===== src/rtl/stream_pkg.sv =====
// Shared definitions for the stream width converters (packer now, downsizer later).
package stream_pkg;

    typedef enum logic [0:0] {
        ERR_NO_SOP  = 1'b0,
        ERR_DUP_SOP = 1'b1
    } err_code_e;

    function automatic int bytes_of(input int w);
        return w / 8;
    endfunction

    function automatic bit widths_ok(input int in_w, input int out_w);
        return (in_w > 0) && (in_w % 8 == 0) && (out_w % in_w == 0) && (out_w / in_w >= 2);
    endfunction

endpackage


===== src/rtl/stream_out_slot.sv =====
// One-entry registered valid/ready holding slot; a load may coincide with a drain.
module stream_out_slot #(
    parameter int W = 8
) (
    input  logic         clk,
    input  logic         rst_n,
    input  logic         i_load,
    input  logic [W-1:0] i_data,
    input  logic         i_ready,
    output logic         o_valid,
    output logic [W-1:0] o_data,
    output logic         o_can_load
);

    logic         r_valid;
    logic [W-1:0] r_data;

    always_ff @(posedge clk or negedge rst_n) begin
        if (!rst_n) begin
            r_valid <= 1'b0;
            r_data  <= '0;
        end else if (i_load) begin
            r_valid <= 1'b1;
            r_data  <= i_data;
        end else if (i_ready) begin
            r_valid <= 1'b0;
        end
    end

    assign o_valid    = r_valid;
    assign o_data     = r_data;
    assign o_can_load = !r_valid || i_ready;

endmodule


===== src/rtl/stream_packer.sv =====
// Narrow-to-wide packet upsizer: packs IN_W beats into OUT_W words with sop/eop/empty,
// protocol-error detection and packet/error statistics.
module stream_packer
    import stream_pkg::*;
#(
    parameter  int IN_W  = 32,
    parameter  int OUT_W = 512,
    localparam int IE_W  = ($clog2(IN_W / 8) > 1) ? $clog2(IN_W / 8) : 1,
    localparam int OE_W  = $clog2(OUT_W / 8)
) (
    input  logic             clk,
    input  logic             rst_n,
    input  logic             in_sop,
    input  logic             in_eop,
    input  logic [IE_W-1:0]  in_empty,
    input  logic             in_valid,
    input  logic [IN_W-1:0]  in_data,
    output logic             in_ready,
    output logic             out_sop,
    output logic             out_eop,
    output logic [OE_W-1:0]  out_empty,
    output logic             out_valid,
    output logic [OUT_W-1:0] out_data,
    input  logic             out_ready,
    output logic             err_pulse,
    output logic [15:0]      err_cnt,
    output logic [31:0]      pkt_cnt
);

    localparam int RATIO  = OUT_W / IN_W;
    localparam int CNT_W  = $clog2(RATIO);
    localparam int PAY_W  = OUT_W + OE_W + 2;
    localparam int BEAT_B = bytes_of(IN_W);

    if (!widths_ok(IN_W, OUT_W)) begin : g_bad_widths
        $error("stream_packer: IN_W must be a byte multiple dividing OUT_W with ratio >= 2");
    end

    logic [OUT_W-1:0] r_acc_data;
    logic [CNT_W-1:0] r_acc_cnt;
    logic             r_in_pkt;
    logic             r_first_word;
    logic             r_err_pulse;
    logic [15:0]      r_err_cnt;
    logic [31:0]      r_pkt_cnt;

    logic             w_can_load;
    logic             w_beat;
    logic             w_err_nosop;
    logic             w_err_dup;
    logic             w_take;
    logic [CNT_W-1:0] w_lane;
    logic             w_first;
    logic             w_done;
    logic [OUT_W-1:0] w_word;
    logic [OE_W-1:0]  w_eop_empty;
    logic [OE_W-1:0]  w_word_empty;
    logic [PAY_W-1:0] w_load_pay;
    logic [PAY_W-1:0] w_slot_pay;
    logic             w_out_valid;

    assign w_beat      = in_valid && w_can_load;
    assign w_err_nosop = w_beat && !in_sop && !r_in_pkt;
    assign w_err_dup   = w_beat && in_sop && r_in_pkt;
    assign w_take      = w_beat && !w_err_nosop;
    // A sop always restarts at lane 0, which also discards any partial word.
    assign w_lane      = in_sop ? '0 : r_acc_cnt;
    assign w_first     = in_sop || r_first_word;
    assign w_done      = w_take && (in_eop || (w_lane == CNT_W'(RATIO - 1)));

    always_comb begin
        w_word = (w_lane == '0) ? '0 : r_acc_data;
        for (int i = 0; i < RATIO; i++) begin
            if (w_lane == CNT_W'(i)) begin
                w_word[i*IN_W +: IN_W] = in_data;
            end
        end
    end

    assign w_eop_empty  = OE_W'((RATIO - 1 - int'(w_lane)) * BEAT_B) + OE_W'(in_empty);
    assign w_word_empty = in_eop ? w_eop_empty : '0;
    assign w_load_pay   = {in_eop, w_first, w_word_empty, w_word};

    stream_out_slot #(
        .W (PAY_W)
    ) u_out_slot (
        .clk        (clk),
        .rst_n      (rst_n),
        .i_load     (w_done),
        .i_data     (w_load_pay),
        .i_ready    (out_ready),
        .o_valid    (w_out_valid),
        .o_data     (w_slot_pay),
        .o_can_load (w_can_load)
    );

    assign {out_eop, out_sop, out_empty, out_data} = w_slot_pay;
    assign out_valid = w_out_valid;
    assign in_ready  = w_can_load;

    always_ff @(posedge clk or negedge rst_n) begin
        if (!rst_n) begin
            r_acc_data   <= '0;
            r_acc_cnt    <= '0;
            r_in_pkt     <= 1'b0;
            r_first_word <= 1'b0;
            r_err_pulse  <= 1'b0;
            r_err_cnt    <= '0;
            r_pkt_cnt    <= '0;
        end else begin
            r_err_pulse <= w_err_nosop || w_err_dup;
            if ((w_err_nosop || w_err_dup) && (r_err_cnt != 16'hFFFF)) begin
                r_err_cnt <= r_err_cnt + 16'd1;
            end
            if (w_out_valid && out_ready && out_eop) begin
                r_pkt_cnt <= r_pkt_cnt + 32'd1;
            end
            if (w_take) begin
                r_in_pkt <= !in_eop;
                if (w_done) begin
                    r_acc_cnt    <= '0;
                    r_acc_data   <= '0;
                    r_first_word <= 1'b0;
                end else begin
                    r_acc_cnt    <= w_lane + 1'b1;
                    r_acc_data   <= w_word;
                    r_first_word <= w_first;
                end
            end
        end
    end

    assign err_pulse = r_err_pulse;
    assign err_cnt   = r_err_cnt;
    assign pkt_cnt   = r_pkt_cnt;

endmodule

===== config.mk =====
export PLATFORM = sky130hd
export DESIGN_NAME = stream_packer
export DESIGN_NICKNAME = d
export VERILOG_FILES = /design/src/rtl/stream_pkg.sv /design/src/rtl/stream_out_slot.sv /design/src/rtl/stream_packer.sv
export SDC_FILE = /design/constraint.sdc
export NUM_CORES = 2
export LEC_CHECK = 0
export BUFFER_PORTS_ARGS = -buffer_cell sky130_fd_sc_hd__buf_2
export CAP_MARGIN = 20
export CORE_MARGIN = 8
export CORE_UTILIZATION = 64
export CTS_BUF_LIST = sky130_fd_sc_hd__clkbuf_8
export DETAILED_ROUTE_END_ITERATION = 6
export GPL_TIMING_DRIVEN = 0
export PLACE_DENSITY = 0.93
export SLEW_MARGIN = 20
export SYNTH_ARGS = -nofsm -noshare
export SYNTH_HDL_FRONTEND = slang
export SYNTH_SLANG_ARGS = --single-unit

===== constraint.sdc =====
create_clock -name clk -period 3.36 [get_ports clk]
set_clock_uncertainty 0.2 [all_clocks]
set_input_delay 0.672 -clock clk [delete_from_list [all_inputs] [get_ports clk]]
set_output_delay 0.672 -clock clk [all_outputs]
set_load 0.02 [all_outputs]

# After elaboration in Yosys (flattened, before gate mapping)
# Index checks and enable logic that the tools add are counted.
[word_totals] regBits=1088 inputBits=40 output_inout_bits=571 word_cells=75
[op_classes] addsub=5 n_eq_ne=16 muxes=24 n_reduce_logical=21
[ops] cell="512-bit two-way mux" count=2
[ops] cell="32-bit two-way mux" count=16
[ops] cell="32-bit by 1-bit adder with 32-bit output, second input constant" count=1
[ops] cell="4-bit equality test, second input constant" count=8
[ops] cell="16-bit by 1-bit adder with 16-bit output, second input constant" count=1
[ops] cell="4-bit by 3-bit equality test with 1-bit output, second input constant" count=4
[ops] cell="16-bit inequality test, second input constant" count=1
[ops] cell="1-bit logical AND" count=10
[ops] cell="4-bit by 2-bit equality test with 1-bit output, second input constant" count=2
[ops] cell="4-bit two-way mux" count=2
[ops] cell="6-bit by 2-bit adder with 6-bit output" count=1
[ops] cell="6-bit two-way mux" count=1
[ops] cell="1-bit logical NOT" count=5
[ops] cell="4-bit by 1-bit adder with 4-bit output, second input constant" count=1
[ops] cell="4-bit by 1-bit equality test with 1-bit output, second input constant" count=1
[ops] cell="4-bit logical NOT" count=1
[ops] cell="1-bit logical OR" count=4
[ops] cell="4-bit subtractor, first input constant" count=1
[ops] cell="1-bit two-way mux" count=3
[ops] cell="2-bit nonzero test" count=1

# Logic depth before layout (Yosys ltp)
[depth] depth_word=9 depth_mapped=10

# Modules after synthesis
# From an unflattened synthesis, not the netlist that was laid out.
[hier_totals] hier_cells=3263 area_unflattened_um2=45752.6
[modules_own_cells] mod="stream_packer" instances=1 cells_per_inst=2162 area_per_inst_um2=26192.6
[modules_own_cells] mod="stream_out_slot" instances=1 cells_per_inst=1101 area_per_inst_um2=19560.0

# Least setup slack after synthesis
# Ideal clock, no wire load.
[synth_path] kind="in2reg" startpoint="in in_sop" endpoint="reg r_acc_data[258]" setup_ns=0.121 t_arrival_ns=2.282 slack_ns=0.757 cell_stages=10 path_buffers=4 cell_sequence="buf_6 > nor2b_1 > inv_1 > ha_1 > and3_1 > clkbuf_1 > and3_1 > clkbuf_1 > buf_2 > a22o_1"
[synth_between] elab_chain_len=7 word_cells_on_any_way=14 classes_between="2 x eq/ne; 4 x mux; 8 x reduce/logical"
[synth_lines] item="from (decl)" line_no="stream_packer.sv:13" rtl="input logic in_sop,"
[synth_lines] item="branches (longest 7 deep; another with 512-bit two-way mux)"
[synth_lines] item="to (signal assigned)" line_no="stream_packer.sv:126" rtl="r_acc_data <= w_word;"
[synth_lines] item="to (decl)" line_no="stream_packer.sv:39" rtl="logic [OUT_W-1:0] r_acc_data;"
# Parallel ways; which one is timed is not known.
# A chain may end at the register's enable or synchronous reset.

# Worst setup path after layout
[layout_path] startpoint="reg r_acc_cnt[0]" endpoint="reg u_out_slot.r_data[375] (netlist: u_out_slot.o_data[375])"
[layout_between] elab_chain_len=4 word_cells_on_any_way=8 classes_between="2 x eq/ne; 3 x mux; 3 x reduce/logical"
[layout_lines] item="from (decl)" line_no="stream_packer.sv:40" rtl="logic [CNT_W-1:0] r_acc_cnt;"
[layout_lines] item="from (signal assigned)" line_no="stream_packer.sv:125" rtl="r_acc_cnt <= w_lane + 1'b1;"
[layout_lines] item="4-bit two-way mux *" line_no="stream_packer.sv:67" rtl="assign w_lane = in_sop ? '0 : r_acc_cnt;"
[layout_lines] item="4-bit logical NOT / 4-bit equality test (equally long branches)" line_no="stream_packer.sv:72, stream_packer.sv:69"
[layout_lines] item="512-bit two-way mux / 1-bit logical OR (equally long branches)" line_no="stream_packer.sv:72, stream_packer.sv:69"
[layout_lines] item="32-bit two-way mux / 1-bit logical AND (equally long branches)" line_no="stream_packer.sv:74, stream_packer.sv:69"
[layout_lines] item="to (signal assigned)" line_no="stream_out_slot.sv:24" rtl="r_data <= i_data;"
[layout_lines] item="to (decl)" line_no="stream_out_slot.sv:16" rtl="logic [W-1:0] r_data;"
# Mark *: on every way between the ends. The rest lies on a longest branch, timed or not.

==> reports/summary.txt <==
Area Growth Syn to Fin: 18.86%
Async S/R FF share, synth: 100.0%
Fin Setup TNS: -1.869 ns
DRC: 4
Synth Flop Type: dfrtp_1
Setup WS post-layout: -0.1557 ns
worst hold endpoint: pkt_cnt[0]$_DFFE_PN0P_
Die ar.: 76,850 um^2
Final Power: 36.45 mW
hold path startpoint: out_ready
worst relative slew slack: 17.41%
Max Root-Sink Buffers: 3
Rows: 95
R2R Path End: u_out_slot.o_data[375]$_DFFE_PN0P_
fmax: 284.4 MHz
Sequential Power Share: 44.1%
port bufs: 610
initial antenna violation count: 15
post-layout net count: 4,742
# placed instances: 5,367
pin count of the biggest net entering global routing: 142
Leak: 25.47 nW
first-pass GRT wire length: 249,700 um
worst hold path type: in2reg
fraction of layout cells with a size suffix above 1: 23.04%
average size of a mapped cell: 11.27 um^2
Post-Synthesis Cells: 3,876
critical path peak fanout: 10
syn_nets: 3,921
Sw Ratio: 36.16%
Clk pin slew, worst setup/hold paths: 0.08 ns
critical path class: reg2reg
Placer Congestion: 0.9795
DP Worst Slack: -0.4354 ns
Final min period: 3.516 ns
clk_lat worst skew: 0.87 ns
Post-CTS Repair Setup Buffers: 0
vias per std cell: 6.995
final core utilization: 77.02%
R2R cell count: 9
Fin. Hold Viols: 0
Final Slew Violations: 0
Fin Hold WS: 0.01587 ns
Startpoint Class: flip-flop
num ports: 611
Synth Warn #: 0
DP Area: 48,050 um^2
Max VDD drop: 0.5065 mV
H-Tree Depth: 4
Max Cap Viol: 0
Worst EP arrival: 4.04 ns
Cell Int Power: 23.27 mW
Worst Setup End Kind: flip-flop
commonest non-fill, non-tap cell in the layout: dfrtp_1
start of the worst register-to-register path: r_acc_cnt[0]$_DFFE_PN0P_
Synth Register Bits: 1,088
core box area: 67,400 um^2
number of global-route vias before repair: 39.44k
Final Setup Violations: 39
CP required: 3.89 ns
Final Non-Filler Cells: 5,708
failing checks: design-rule violations, negative setup slack
HPWL after detailed placement: 119,500 um
sequential fraction of the synthesis area: 62.34%
Remaining Overflow, GRT: 0
Root Buffer: clkbuf_8
Post-synth EDFFs: 0
Final ANT Viol Nets: 0
wire per inst: 30.28 um
Die Y: 277.2 um
PwrDens: 702.1 nW/um^2
CTS sink cnt: 1,088
clock share of power: 31.1%
first-pass iteration count of the detailed router: 7
period utilization: 104.6%
combinational power share: 24.8%
GRT Total Usage: 43.51%
Post-Layout Inst Area: 51,910 um^2
pin slew with the least headroom to its limit: 1.239 ns
Num CTS Buffers: 166
FILL cells: 4,010
Via Count: 39.93k
Yosys cell types: 51
Switch Pwr: 13.18 mW
Starting Density: 64.80%
DIE WIDTH: 277.2 um
R2R Setup Slk: -0.16 ns
CTS tree: yes
Worst Hold Depth: 3
Total Wirelength: 172,900 um
most frequent cells in the layout: dfrtp_1, nor2_1, buf_2
mapped cell area: 43,670 um^2
Initial DRC Count: 6,916
status: complete, but fails checks
RSZ-0062 raised after global routing: yes
worst max-delay path by stage:
| stage | to | slack [ns] | startpoint |
|---|---|---|---|
| detailed placement | u_out_slot.o_data[479]$_DFFE_PN0P_ | -0.44 | in_sop |
| CTS | u_out_slot.o_data[478]$_DFFE_PN0P_ | 0.07 | r_acc_cnt[0]$_DFFE_PN0P_ |
| floorplan | r_acc_data[258]$_DFFE_PN0P_ | 0.76 | in_sop |
| global route | u_out_slot.o_data[335]$_DFFE_PN0P_ | -0.14 | r_acc_cnt[0]$_DFFE_PN0P_ |
| global placement | u_out_slot.o_data[494]$_DFFE_PN0P_ | -20.93 | rst_n |
| finish | u_out_slot.o_data[375]$_DFFE_PN0P_ | -0.16 | r_acc_cnt[0]$_DFFE_PN0P_ |
worst max-delay path, cell delays in order (launching register included):
cell,delay [ns]
dfrtp_1,0.42
nor2b_1,0.20
inv_1,0.09
ha_1,0.32
and2_1,0.28
buf_2,0.43
nor2_1,0.32
clkbuf_1,0.31
a221oi_1,0.76
nor2_1,0.09
per-layer routing:
metal	wire length (um)	global-route usage (%)	vias to the layer above
met1	55690	50.22	19311
met4	16550	34.11	8
li1	-	-	15759
met2	74420	63.84	3768
met5	60	0	-
met3	26130	18.28	1082
cell usage after synthesis (3+ instances only):
library cell	number	share of area [%]
a21oi_1	7	0.080
a221oi_1	480	9.6
a22o_1	484	9.7
a31oi_1	33	0.47
and2_1	41	0.59
and3_1	28	0.40
and4_1	5	0.10
buf_1	3	0.026
buf_2	196	2.2
buf_4	6	0.10
clkbuf_1	228	2.0
dfrtp_1	1088	62
ha_1	5	0.14
inv_1	6	0.052
nand2_1	102	0.88
nand3_1	16	0.18
nand4_1	15	0.21
nor2_1	1028	8.8
nor2b_1	3	0.043
nor3_1	3	0.034
nor4_1	3	0.043
o21ai_0	4	0.046
o21ai_1	6	0.069
o21ai_2	10	0.20
xnor2_1	28	0.56
xor2_1	14	0.28
power by group through the flow:
stage	Clock [mW]	Combinational [mW]	Sequential, mW
after detailed placement	0	8.67	16.1
after global routing	11.8	9.48	16.2
final	11.3	9.04	16.1
after CTS	11.2	8.80	16.0
after global placement	0	8.42	16.1
after floorplan	0	2.93	17.8
layout make-up:
class	instances	area, um^2	share of cell area (%)
inverter	6	22.52	0.04339
clock inverter	79	440.4	0.8484
buffer	436	1923	3.705
clock buffer	215	2959	5.700
sequential	1088	27230	52.45
tap	873	1092	2.104
antenna	12	30.03	0.05785
timing repair buffer	653	3651	7.033
multi-input combinational	2346	14570	28.06
flip-flops by register name, summed over array words and instances (netlist names):
register / flops
err_cnt: 16
err_pulse: 1
pkt_cnt: 32
r_acc_cnt: 4
r_acc_data: 512
r_first_word: 1
r_in_pkt: 1
u_out_slot.o_data: 520
u_out_slot.o_valid: 1
cells by family (layout without fill, tap and decap cells):
family                   Yosys count  after routing  synth area share [%]
adder cells (fa/ha/maj)            5              5                0.1432
buffers and inverters            442           1389                 4.449
other                              0             12                     0
AO/OA/AOI/OAI                   1030           1030                 20.33
flip-flops                      1088           1088                 62.34
multiplexers                       4              4               0.09741
AND/OR/NAND/NOR                 1265           1265                 11.79
XOR/XNOR                          42             42                0.8423
timing repair:
item,4_1_cts,5_1_grt
hold buffers,33,0
resized for setup,0,16
hold endpoints to repair,163,0
endpoints found under the setup margin,0,322
(Power assumes the default switching activity.)
